===== config.mk =====
export PLATFORM = sky130hd
export DESIGN_NAME = serial_display_decoder
export DESIGN_NICKNAME = d
export VERILOG_FILES = /design/src/rtl/serial_display_decoder.sv
export SDC_FILE = /design/constraint.sdc
export NUM_CORES = 1
export LEC_CHECK = 0
export CORE_ASPECT_RATIO = 1.25
export CORE_UTILIZATION = 33
export CTS_BUF_LIST = sky130_fd_sc_hd__clkbuf_16
export DETAILED_ROUTE_END_ITERATION = 10
export HOLD_SLACK_MARGIN = 0.12
export PLACE_DENSITY = 0.58
export SKIP_CTS_REPAIR_TIMING = 1
export SYNTH_ARGS = -nofsm -noshare
export SYNTH_HDL_FRONTEND = slang
export SYNTH_SLANG_ARGS = --single-unit

===== constraint.sdc =====
create_clock -name o_serial_clk -period 1.8 [get_ports o_serial_clk]
set_input_delay 0.54 -clock o_serial_clk [delete_from_list [all_inputs] [get_ports o_serial_clk]]
set_output_delay 0.54 -clock o_serial_clk [all_outputs]
set_load 0.01 [all_outputs]

===== src/rtl/serial_display_decoder.sv =====
// -----------------------------------------------------------------------------
// serial_display_decoder
//
// Captures frames from a shift-register style 7-segment display driver and,
// optionally, decodes each captured byte into a hex digit code.
//
// A frame is accepted only when exactly SHIFT_WIDTH bits arrive between two
// latch pulses. Any other bit count is rejected and the outputs hold their
// previous values.
//
// Optional feature: define SERIAL_DISPLAY_DECODE_EN to enable the 7-segment
// decode. Without it, o_digits is tied to all 4'hF and o_decode_err to 0.
//
// Ports:
//   o_serial_clk   in   shift clock from the display driver; rising-edge logic
//   i_reset_n      in   synchronous active-low reset
//   i_serial_data  in   serial frame data, MSB first
//   i_serial_latch in   end-of-frame marker; its data bit is not shifted
//   o_segments     out  last accepted frame (first received byte in the MSBs)
//   o_digits       out  decoded digit per byte; digit 0 is the last byte
//   o_frame_valid  out  one-cycle pulse after a frame is accepted
//   o_frame_err    out  one-cycle pulse after a frame is rejected
//   o_decode_err   out  high while any accepted byte is undecodable
// -----------------------------------------------------------------------------
module serial_display_decoder #(
    parameter int unsigned SHIFT_WIDTH = 48,
    parameter int unsigned DIGITS      = 6
) (
    input  logic                    o_serial_clk,
    input  logic                    i_reset_n,
    input  logic                    i_serial_data,
    input  logic                    i_serial_latch,
    output logic [SHIFT_WIDTH-1:0]  o_segments,
    output logic [4*DIGITS-1:0]     o_digits,
    output logic                    o_frame_valid,
    output logic                    o_frame_err,
    output logic                    o_decode_err
);

    localparam int unsigned CNT_W = $clog2(SHIFT_WIDTH + 1);

    typedef enum logic [1:0] {IDLE, SHIFT, FULL, OVER} state_t;

    state_t                 state;
    logic [CNT_W-1:0]       count;
    logic [SHIFT_WIDTH-1:0] shift_reg;

`ifdef SERIAL_DISPLAY_DECODE_EN
    logic [4*DIGITS-1:0] digits_next;
    logic                decode_err_next;

    // Decimal point (bit 7) is dropped by the caller before decoding.
    function automatic logic [3:0] decode_seg(input logic [6:0] seg);
        logic [3:0] code;
        case (seg)
            7'h3F:   code = 4'h0;
            7'h06:   code = 4'h1;
            7'h5B:   code = 4'h2;
            7'h4F:   code = 4'h3;
            7'h66:   code = 4'h4;
            7'h6D:   code = 4'h5;
            7'h7D:   code = 4'h6;
            7'h07:   code = 4'h7;
            7'h7F:   code = 4'h8;
            7'h6F:   code = 4'h9;
            7'h00:   code = 4'hF;
            default: code = 4'hE;
        endcase
        return code;
    endfunction

    // E is only ever produced for an unrecognised pattern, so it doubles as
    // the error flag.
    always_comb begin
        digits_next     = '1;
        decode_err_next = 1'b0;
        for (int i = 0; i < int'(DIGITS); i++) begin
            digits_next[4*i +: 4] = decode_seg(shift_reg[8*i +: 7]);
            if (decode_seg(shift_reg[8*i +: 7]) == 4'hE) begin
                decode_err_next = 1'b1;
            end
        end
    end
`else
    assign o_digits     = '1;
    assign o_decode_err = 1'b0;
`endif

    always_ff @(posedge o_serial_clk) begin
        if (!i_reset_n) begin
            state         <= IDLE;
            count         <= '0;
            shift_reg     <= '0;
            o_segments    <= '0;
            o_frame_valid <= 1'b0;
            o_frame_err   <= 1'b0;
`ifdef SERIAL_DISPLAY_DECODE_EN
            o_digits      <= '1;
            o_decode_err  <= 1'b0;
`endif
        end else begin
            o_frame_valid <= 1'b0;
            o_frame_err   <= 1'b0;
            if (i_serial_latch) begin
                if (state == FULL) begin
                    o_segments    <= shift_reg;
                    o_frame_valid <= 1'b1;
`ifdef SERIAL_DISPLAY_DECODE_EN
                    o_digits      <= digits_next;
                    o_decode_err  <= decode_err_next;
`endif
                end else begin
                    o_frame_err <= 1'b1;
                end
                state <= IDLE;
                count <= '0;
            end else begin
                shift_reg <= {shift_reg[SHIFT_WIDTH-2:0], i_serial_data};
                case (state)
                    IDLE, SHIFT: begin
                        count <= count + CNT_W'(1);
                        state <= (count == CNT_W'(SHIFT_WIDTH - 1)) ? FULL : SHIFT;
                    end
                    // Count stays saturated; any extra bit marks the frame too long.
                    FULL, OVER: state <= OVER;
                    default:    state <= IDLE;
                endcase
            end
        end
    end

endmodule

==> results.json, run 1 <==
{
  "met1_usage_pct": 15.1,
  "critPathArrivalTime_ps": 1220,
  "drv_slew": 0,
  "avgSynthCellArea_um2": 9.73,
  "layout.nets": 478,
  "synth_common_cells": "dfxtp_1, nand2_1, nor2b_1",
  "finalWirelength_um": 7460,
  "dr.pass1.iters": 4,
  "hpwlAfterDp_um": 5000,
  "ys_ff_latch": 106,
  "rsz0062_at_grt": "false",
  "grt_pass1_vias": 2713,
  "use_met3_pct": 3.33,
  "reg2reg_depth": 4,
  "skew_ps": 6.14,
  "ys_types": 28,
  "yosysSeqAreaShare_pct": 50.6,
  "power_density_nw_per_um2": 841,
  "synth.top_cell.area_share_pct": 50.6,
  "status": "complete, no violations",
  "synth_most_common_cell": "dfxtp_1",
  "finalHoldViolations": 0,
  "worst-path-buf-inv": 1,
  "grtUsageTotal_pct": 12.2,
  "hp-class": "reg -> reg",
  "grt_max_degree": 36,
  "final.period_utilization_pct": 97.7,
  "clk_pin_slew_ps": 70,
  "drc": 0,
  "core_um2": 12300,
  "fillers": 1261,
  "io_pins": 79,
  "reg2reg_slack_ps": 510,
  "start_util_pct": 34.1,
  "synth_area_leader_cell": "dfxtp_1",
  "cp_slowest_cell": "clkdlybuf4s50_1",
  "placed_area_um2": 4750,
  "max-vdd-ir-drop_uv": 423,
  "crit_chain": "clkdlybuf4s50_1",
  "die_h_um": 128,
  "met2_usage_pct": 19.7,
  "r2r-end": "o_segments[10]$_SDFFE_PN0P_",
  "max_freq_ghz": 0.569,
  "cp-end-kind": "output pin",
  "cts_made_buffers": 9,
  "clockBufferDepth": 2,
  "ys_async_sr_fraction_pct": 0,
  "antenna_found_initial": 0,
  "gp_congestion": 0.689,
  "synth_ff_type": "dfxtp_1",
  "grt-busiest-layer": "met2",
  "reg2reg_from": "state[1]$_SDFF_PP0_",
  "cts_sinks": 106,
  "finalSetupViolCount": 0,
  "insertion_delay_ps": 340,
  "slowest_delay_ps": 550,
  "cp.required_ps": 1260,
  "grt_pass1_wl_um": 12500,
  "antenna_cells": 0,
  "initialDrtViolationCount": 69,
  "wl_per_cell_um": 11.6,
  "synth_edf_count": 0,
  "ys_top_cells_by_area": "dfxtp_1, mux2i_1, nand2_1",
  "die_w_um": 103,
  "final_antenna_net_count": 0,
  "synthToLayoutAreaGrowth_pct": 20.7,
  "p_leak_uw": 0.00221,
  "routed_via_density": 4.33,
  "min_to": "o_segments[24]$_SDFFE_PN0P_",
  "drv_cap": 0,
  "pre_cts_ws_ps": 360,
  "dieArea_um2": 13200,
  "io_buffers": 53,
  "cp_max_fo": 2,
  "worstHoldStart": "o_segments[24]$_SDFFE_PN0P_",
  "setup_slack_ps": 41.0,
  "crit_family": "buffers and inverters",
  "final_area_um2": 5060,
  "final_util_pct": 41.2,
  "cts_tree": "done",
  "fin_crit_ps": 1760,
  "synth_area_um2": 4190,
  "cts.htree.levels": 3,
  "yosys_warnings": 0,
  "grt.overflow.total": 0,
  "cts-root-buf": "clkbuf_16",
  "tns_ps": 0,
  "critPathKind": "reg -> out",
  "critPathLaunchType": "register",
  "netlist_instances": 431,
  "vias": 2777,
  "num_rows": 45,
  "whs_path_depth": 2,
  "drive_gt1_share_pct": 6.07
}
## layout make-up
cell class              instances  area, um^2  share of cell area [%]
multi-input cells             292        1800                    35.5
well taps                     164         205                    4.05
clock inverters                 7        38.8                   0.766
repair buffers                 63         668                    13.2
flip-flops and latches        106        2120                    41.9
inverters                       1        3.75                  0.0742
clock buffers                   9         225                    4.45
## through the flow
step                power (uW)  hold WS (ps)  cells
floorplan                 2580           441    454
global placement          2570           443    626
detailed placement        2570           447    626
CTS                       4330           456    642
global route              4440           485    642
finish                    4260           451    642
## tightest hold or removal path: stages (launching register included)
cell	delay, ps
dfxtp_1	310
nand2_1	50
a21boi_1	50
## layer usage
metal | part of all wire [%] | wire length (um)
met1 | 46 | 3440
met4 | 1.9 | 141
met3 | 4.8 | 355
met5 | 0 | 0
met2 | 47 | 3530
## layout by cell type, fill, tap and decap left out, types with 8 or more instances in the layout
cell type	netlist	layout
a21boi_0	38	38
a21boi_1	10	10
buf_4	33	8
clkbuf_16	0	9
clkdlybuf4s50_1	0	32
conb_1	2	25
dfxtp_1	106	106
dlymetal6s2s_1	0	19
mux2i_1	49	49
nand2_1	97	97
nor2b_1	50	50
## how the worst max path moves through the flow
stage	start	endpoint	slack [ps]	cells after the start
floorplan	i_serial_latch	o_frame_valid$_SDFF_PN0_	340	6
global placement	i_serial_latch	o_segments[9]$_SDFFE_PN0P_	380	5
detailed placement	i_serial_latch	o_segments[30]$_SDFFE_PN0P_	360	5
CTS	o_segments[22]$_SDFFE_PN0P_	o_segments[22]	5	1
global route	o_segments[9]$_SDFFE_PN0P_	o_segments[9]	1	1
finish	o_segments[46]$_SDFFE_PN0P_	o_segments[46]	40	1
## cell families after synthesis
| logic type | share of synthesized area (%) |
|---|---|
| simple gates | 18.4 |
| flops | 50.6 |
| buf+inv | 8.57 |
| compound gates | 9.43 |
| mux | 11.7 |
| xor+xnor | 0.836 |
| other cells | 0.179 |
| fa+ha+maj | 0.298 |
## where the power goes
group | total, uW | switching (uW) | leakage (uW) | internal [uW]
combinational | 154 | 86.6 | 0.00122 | 67.2
clock | 1750 | 825 | 0.000138 | 922
sequential | 2360 | 6.22 | 0.000854 | 2350
Power figures use the tool's default switching activity.
==> run 2, diff against run 1 <==
==> constraint.sdc (replaced) <==
create_clock -name o_serial_clk -period 1.65 [get_ports o_serial_clk]
set_input_delay 0.495 -clock o_serial_clk [delete_from_list [all_inputs] [get_ports o_serial_clk]]
set_output_delay 0.495 -clock o_serial_clk [all_outputs]
set_load 0.01 [all_outputs]
==> run 2 against run 1 <==
Effect of this change:
- largest cell class unchanged
- critical endpoint is now o_segments[3]
- clock skew rose by 2.5 ps
- worst hold slack barely moved
- sequential share of layout area fell by 1.2 points
- flip-flop and latch count did not move
- clock power rose by 32%
- total power rose by 19%
- die area did not move
- highest routed layer unchanged
==> results.json, run 2 (synthesized netlist as in run 1, its figures left out) <==
{
  "skew_ps": 8.65,
  "initialDrtViolationCount": 67,
  "met1_usage_pct": 15.2,
  "clockBufferDepth": 2,
  "fin_cells": 643,
  "critPathArrivalTime_ps": 880,
  "worst-path-buf-inv": 1,
  "hp-class": "reg -> reg",
  "die_h_um": 128,
  "vias": 2788,
  "grt.overflow.total": 0,
  "max-vdd-ir-drop_uv": 619,
  "cts_sinks": 106,
  "crit_family": "flip-flops",
  "cp_max_fo": 2,
  "dieArea_um2": 13200,
  "use_met3_pct": 2.89,
  "gp_congestion": 0.666,
  "finalWirelength_um": 7410,
  "grt_max_degree": 40,
  "drive_gt1_share_pct": 6.68,
  "reg2reg_slack_ps": 320,
  "grtUsageTotal_pct": 11.8,
  "dr.pass1.iters": 4,
  "crit_chain": "dlymetal6s2s_1",
  "antenna_found_initial": 0,
  "critPathKind": "reg -> out",
  "insertion_delay_ps": 350,
  "drv_slew": 0,
  "drv_cap": 0,
  "drc": 0,
  "cp_slowest_cell": "dfxtp_1",
  "grt-busiest-layer": "met2",
  "cts_tree": "done",
  "cts.htree.levels": 3,
  "cts-root-buf": "clkbuf_16",
  "cp.required_ps": 1150,
  "critPathLaunchType": "register",
  "status": "complete, no violations",
  "p_leak_uw": 0.00281,
  "wl_per_cell_um": 11.5,
  "power_uw": 5050,
  "grt_pass1_wl_um": 12100,
  "rsz0062_at_grt": "false",
  "layout.nets": 479,
  "cts_made_buffers": 9,
  "finalSetupViolCount": 0,
  "power_density_nw_per_um2": 970,
  "finalHoldViolations": 0,
  "core_um2": 12300,
  "multi_input_area_um2": 1800,
  "clk_pin_slew_ps": 70,
  "final_common_cell": "dfxtp_1",
  "met2_usage_pct": 18.5,
  "max_freq_ghz": 0.729,
  "start_util_pct": 34.1,
  "layout_common_cells": "dfxtp_1, nand2_1, nor2b_1, dlymetal6s2s_1, mux2i_1",
  "final_antenna_net_count": 0,
  "io_buffers": 53,
  "antenna_cells": 0,
  "final.period_utilization_pct": 83.2,
  "seqCellArea_um2": 2120,
  "fin_crit_ps": 1370,
  "setup_slack_ps": 278,
  "hpwlAfterDp_um": 4990,
  "dpl.cell_count": 627,
  "slowest_delay_ps": 360,
  "routed_via_density": 4.34,
  "num_rows": 45,
  "pre_cts_ws_ps": 234,
  "cp-end-kind": "output pin",
  "io_pins": 79,
  "grt_pass1_vias": 2605,
  "synthToLayoutAreaGrowth_pct": 24.3,
  "die_w_um": 103,
  "fillers": 1242
}
run 2: changes by cell type in the layout (fill, tap and decap cells not counted):
cell             delta
bufinv_16           +2
buf_4               +1
dlymetal6s2s_1     +31
inv_6               +1
inv_8               +1
clkdlybuf4s50_1    -31
clkinv_2            -2
inv_1               -2
run 2: layout make-up:
cell class | count | area share (%)
clock buffers | 9 | 4.32
clock inverters | 7 | 1.95
inverters | 1 | 0.0721
multi-input cells | 292 | 34.5
flip-flops and latches | 106 | 40.7
well taps | 164 | 3.94
repair buffers | 64 | 14.5
run 2: per-layer routing:
metal	routed length [um]	part of all wire (%)	up-vias
li1	-	-	1427
met1	3620	49	1286
met2	3330	45	63
met3	336	4.5	12
met4	136	1.8	0
met5	0	0	-
run 2: through the flow:
step	setup TNS (ps)	utilization, %	area [um^2]	hold WS, ps
after CTS	-3670	41.4	5080	452
after detailed placement	0	38.8	4760	450
after global routing	0	42.4	5210	460
final	0	42.4	5210	451
after floorplan	0	-	4280	441
after global placement	0	38.8	4760	445
run 2: worst min-delay path, stage by stage (launching register included):
cell	delay [ps]
dfxtp_1	310
nand2_1	50
a21boi_1	50
run 2: path summary, 6_finish.rpt:
path,start,endpoint,cells after the start
hold reg to reg,o_segments[18]$_SDFFE_PN0P_,o_segments[18]$_SDFFE_PN0P_,2
setup / recovery,o_segments[3]$_SDFFE_PN0P_,o_segments[3],1
hold / removal,o_segments[18]$_SDFFE_PN0P_,o_segments[18]$_SDFFE_PN0P_,2
setup reg to reg,state[1]$_SDFF_PP0_,o_segments[11]$_SDFFE_PN0P_,4
run 2: power by group:
group          total (uW)  leakage [uW]  switching (uW)  internal (uW)
sequential           2570      0.000854            6.59           2560
combinational         170       0.00180            95.8           74.5
clock                2310      0.000158             967           1350
==> run 3, diff against run 2 <==
--- a/config.mk
+++ b/config.mk
@@ -10,7 +10,7 @@
 export CTS_BUF_LIST = sky130_fd_sc_hd__clkbuf_16
 export DETAILED_ROUTE_END_ITERATION = 10
 export HOLD_SLACK_MARGIN = 0.12
-export PLACE_DENSITY = 0.58
+export PLACE_DENSITY = 0.6
 export SKIP_CTS_REPAIR_TIMING = 1
 export SYNTH_ARGS = -nofsm -noshare
 export SYNTH_HDL_FRONTEND = slang
==> constraint.sdc (replaced) <==
create_clock -name o_serial_clk -period 1.2 [get_ports o_serial_clk]
set_input_delay 0.36 -clock o_serial_clk [delete_from_list [all_inputs] [get_ports o_serial_clk]]
set_output_delay 0.36 -clock o_serial_clk [all_outputs]
set_load 0.01 [all_outputs]
==> run 3 against run 2 <==
Effect of this change:
- core utilization barely moved
- wire length grew 7.8%
- first-iteration DRC count increased by 25%
- final cell count increased by 4.8%
- sequential power increased by 37%
- clock power grew 21%
- critical path type is now reg -> reg
- global-route usage rose by 0.11 points
- via count up 3.4%
- flip-flop and latch count stayed put
==> results.json, run 3 (synthesized netlist as in run 1, its figures left out) <==
{
  "internal_power_uw": 5240,
  "dieArea_um2": 13200,
  "num_rows": 45,
  "vias": 2882,
  "start_util_pct": 34.1,
  "antenna_found_initial": 0,
  "whs_path_depth": 3,
  "power_uw": 6610,
  "cp_max_fo": 10,
  "hp-class": "in -> reg",
  "synthToLayoutAreaGrowth_pct": 24.3,
  "grt_pass1_wl_um": 12400,
  "r2r-end": "o_segments[44]$_SDFFE_PN0P_",
  "wl_per_cell_um": 11.9,
  "final_common_cell": "nand2_1",
  "layout_common_cells": "nand2_1, dfxtp_1, nor2b_1, mux2i_1, clkbuf_2",
  "drv_cap": 0,
  "critPathKind": "reg -> reg",
  "final_area_um2": 5210,
  "core_um2": 12300,
  "clkPwrFrac_pct": 42.3,
  "layout.nets": 511,
  "fillers": 1268,
  "critPathLaunchType": "register",
  "cp.required_ps": 1460,
  "finalHoldViolations": 0,
  "grt_pass1_vias": 2734,
  "cts_tree": "done",
  "hpwlAfterDp_um": 5010,
  "grtUsageTotal_pct": 11.9,
  "drc": 0,
  "clockBufferDepth": 2,
  "final_antenna_net_count": 0,
  "reg2reg_from": "state[0]$_SDFF_PP0_",
  "power_density_nw_per_um2": 1270,
  "p_sw_share_pct": 20.7,
  "min_to": "state[1]$_SDFF_PP0_",
  "pwr-share-seq_pct": 53.5,
  "gp_congestion": 0.667,
  "max-vdd-ir-drop_uv": 746,
  "finalSetupViolCount": 0,
  "skew_ps": 6.73,
  "die_w_um": 103,
  "cts-root-buf": "clkbuf_16",
  "reg2reg_depth": 5,
  "cts_sinks": 106,
  "cts.htree.levels": 3,
  "rsz0062_at_grt": "true",
  "drv_slew": 0,
  "grt_max_degree": 49,
  "p_leak_uw": 0.00219,
  "io_buffers": 53,
  "p_switching_uw": 1370,
  "cp-end-kind": "register",
  "fin_crit_ps": 1180,
  "dr.pass1.iters": 4,
  "insertion_delay_ps": 340,
  "whs_ps": 413,
  "worstHoldStart": "i_reset_n",
  "grt.overflow.total": 0,
  "p_comb_share_pct": 4.2,
  "finalWirelength_um": 7990,
  "placed_area_um2": 4960,
  "drive_gt1_share_pct": 26.1,
  "final.period_utilization_pct": 98.0,
  "max_freq_ghz": 0.851,
  "status": "complete, no violations",
  "reg2reg_slack_ps": 20,
  "critPathArrivalTime_ps": 1440,
  "final_util_pct": 42.5,
  "initialDrtViolationCount": 84,
  "routed_via_density": 4.28,
  "antenna_cells": 0,
  "cts_made_buffers": 9,
  "io_pins": 79,
  "die_h_um": 128,
  "clk_pin_slew_ps": 70
}
## run 3: layout make-up
type	count	area [um^2]	share of cell area [%]
multi-input combinational	292	1810	34.8
clock inverter	6	50.0	0.960
clock buffer	9	225	4.32
sequential	106	2160	41.4
timing repair buffer	96	758	14.5
inverter	1	3.75	0.0720
tap	164	205	3.94
## run 3: power by group through the flow
stage          clock [uW]  sequential, uW  combinational [uW]
2_1_floorplan           0            3620                 259
3_3_place_gp            0            3620                 269
3_5_place_dp            0            3620                 274
4_1_cts              2900            3540                 274
5_1_grt              3000            3530                 307
6_report             2790            3530                 279
## run 3: worst max-delay path: stages (launching register included)
cell and delay, ps:
dfxtp_1 330, and3b_2 270, buf_4 150, buf_6 130, nand2_1 60, a21boi_0 160
## run 3: routing by layer
metal,global-route usage [%],up-vias,part of all wire [%]
met2,19.2,63,48
met1,14.5,1311,46
li1,-,1496,-
met5,0,-,0
met3,3.44,12,4.7
met4,5.72,0,1.5
## run 3: worst max-delay path by stage
stage                                             end  cells after the start                        start  slack, ps
after floorplan              o_frame_valid$_SDFF_PN0_                      6               i_serial_latch        -40
after global placement    o_segments[10]$_SDFFE_PN0P_                      5               i_serial_latch        -50
after detailed placement  o_segments[45]$_SDFFE_PN0P_                      5               i_serial_latch       -100
after CTS                              o_segments[45]                      1  o_segments[45]$_SDFFE_PN0P_       -420
after global routing      o_segments[45]$_SDFFE_PN0P_                      5          state[1]$_SDFF_PP0_        -20
final                     o_segments[44]$_SDFFE_PN0P_                      5          state[0]$_SDFF_PP0_         20
## run 3: through the flow
stage	TNS, ps	worst slack (ps)	instances
6_report	0	24.2	674
5_1_grt	-136	-23.3	674
3_3_place_gp	-1710	-51.8	646
3_5_place_dp	-1660	-102	646
2_1_floorplan	-38.1	-38.1	454
4_1_cts	-19400	-420	661
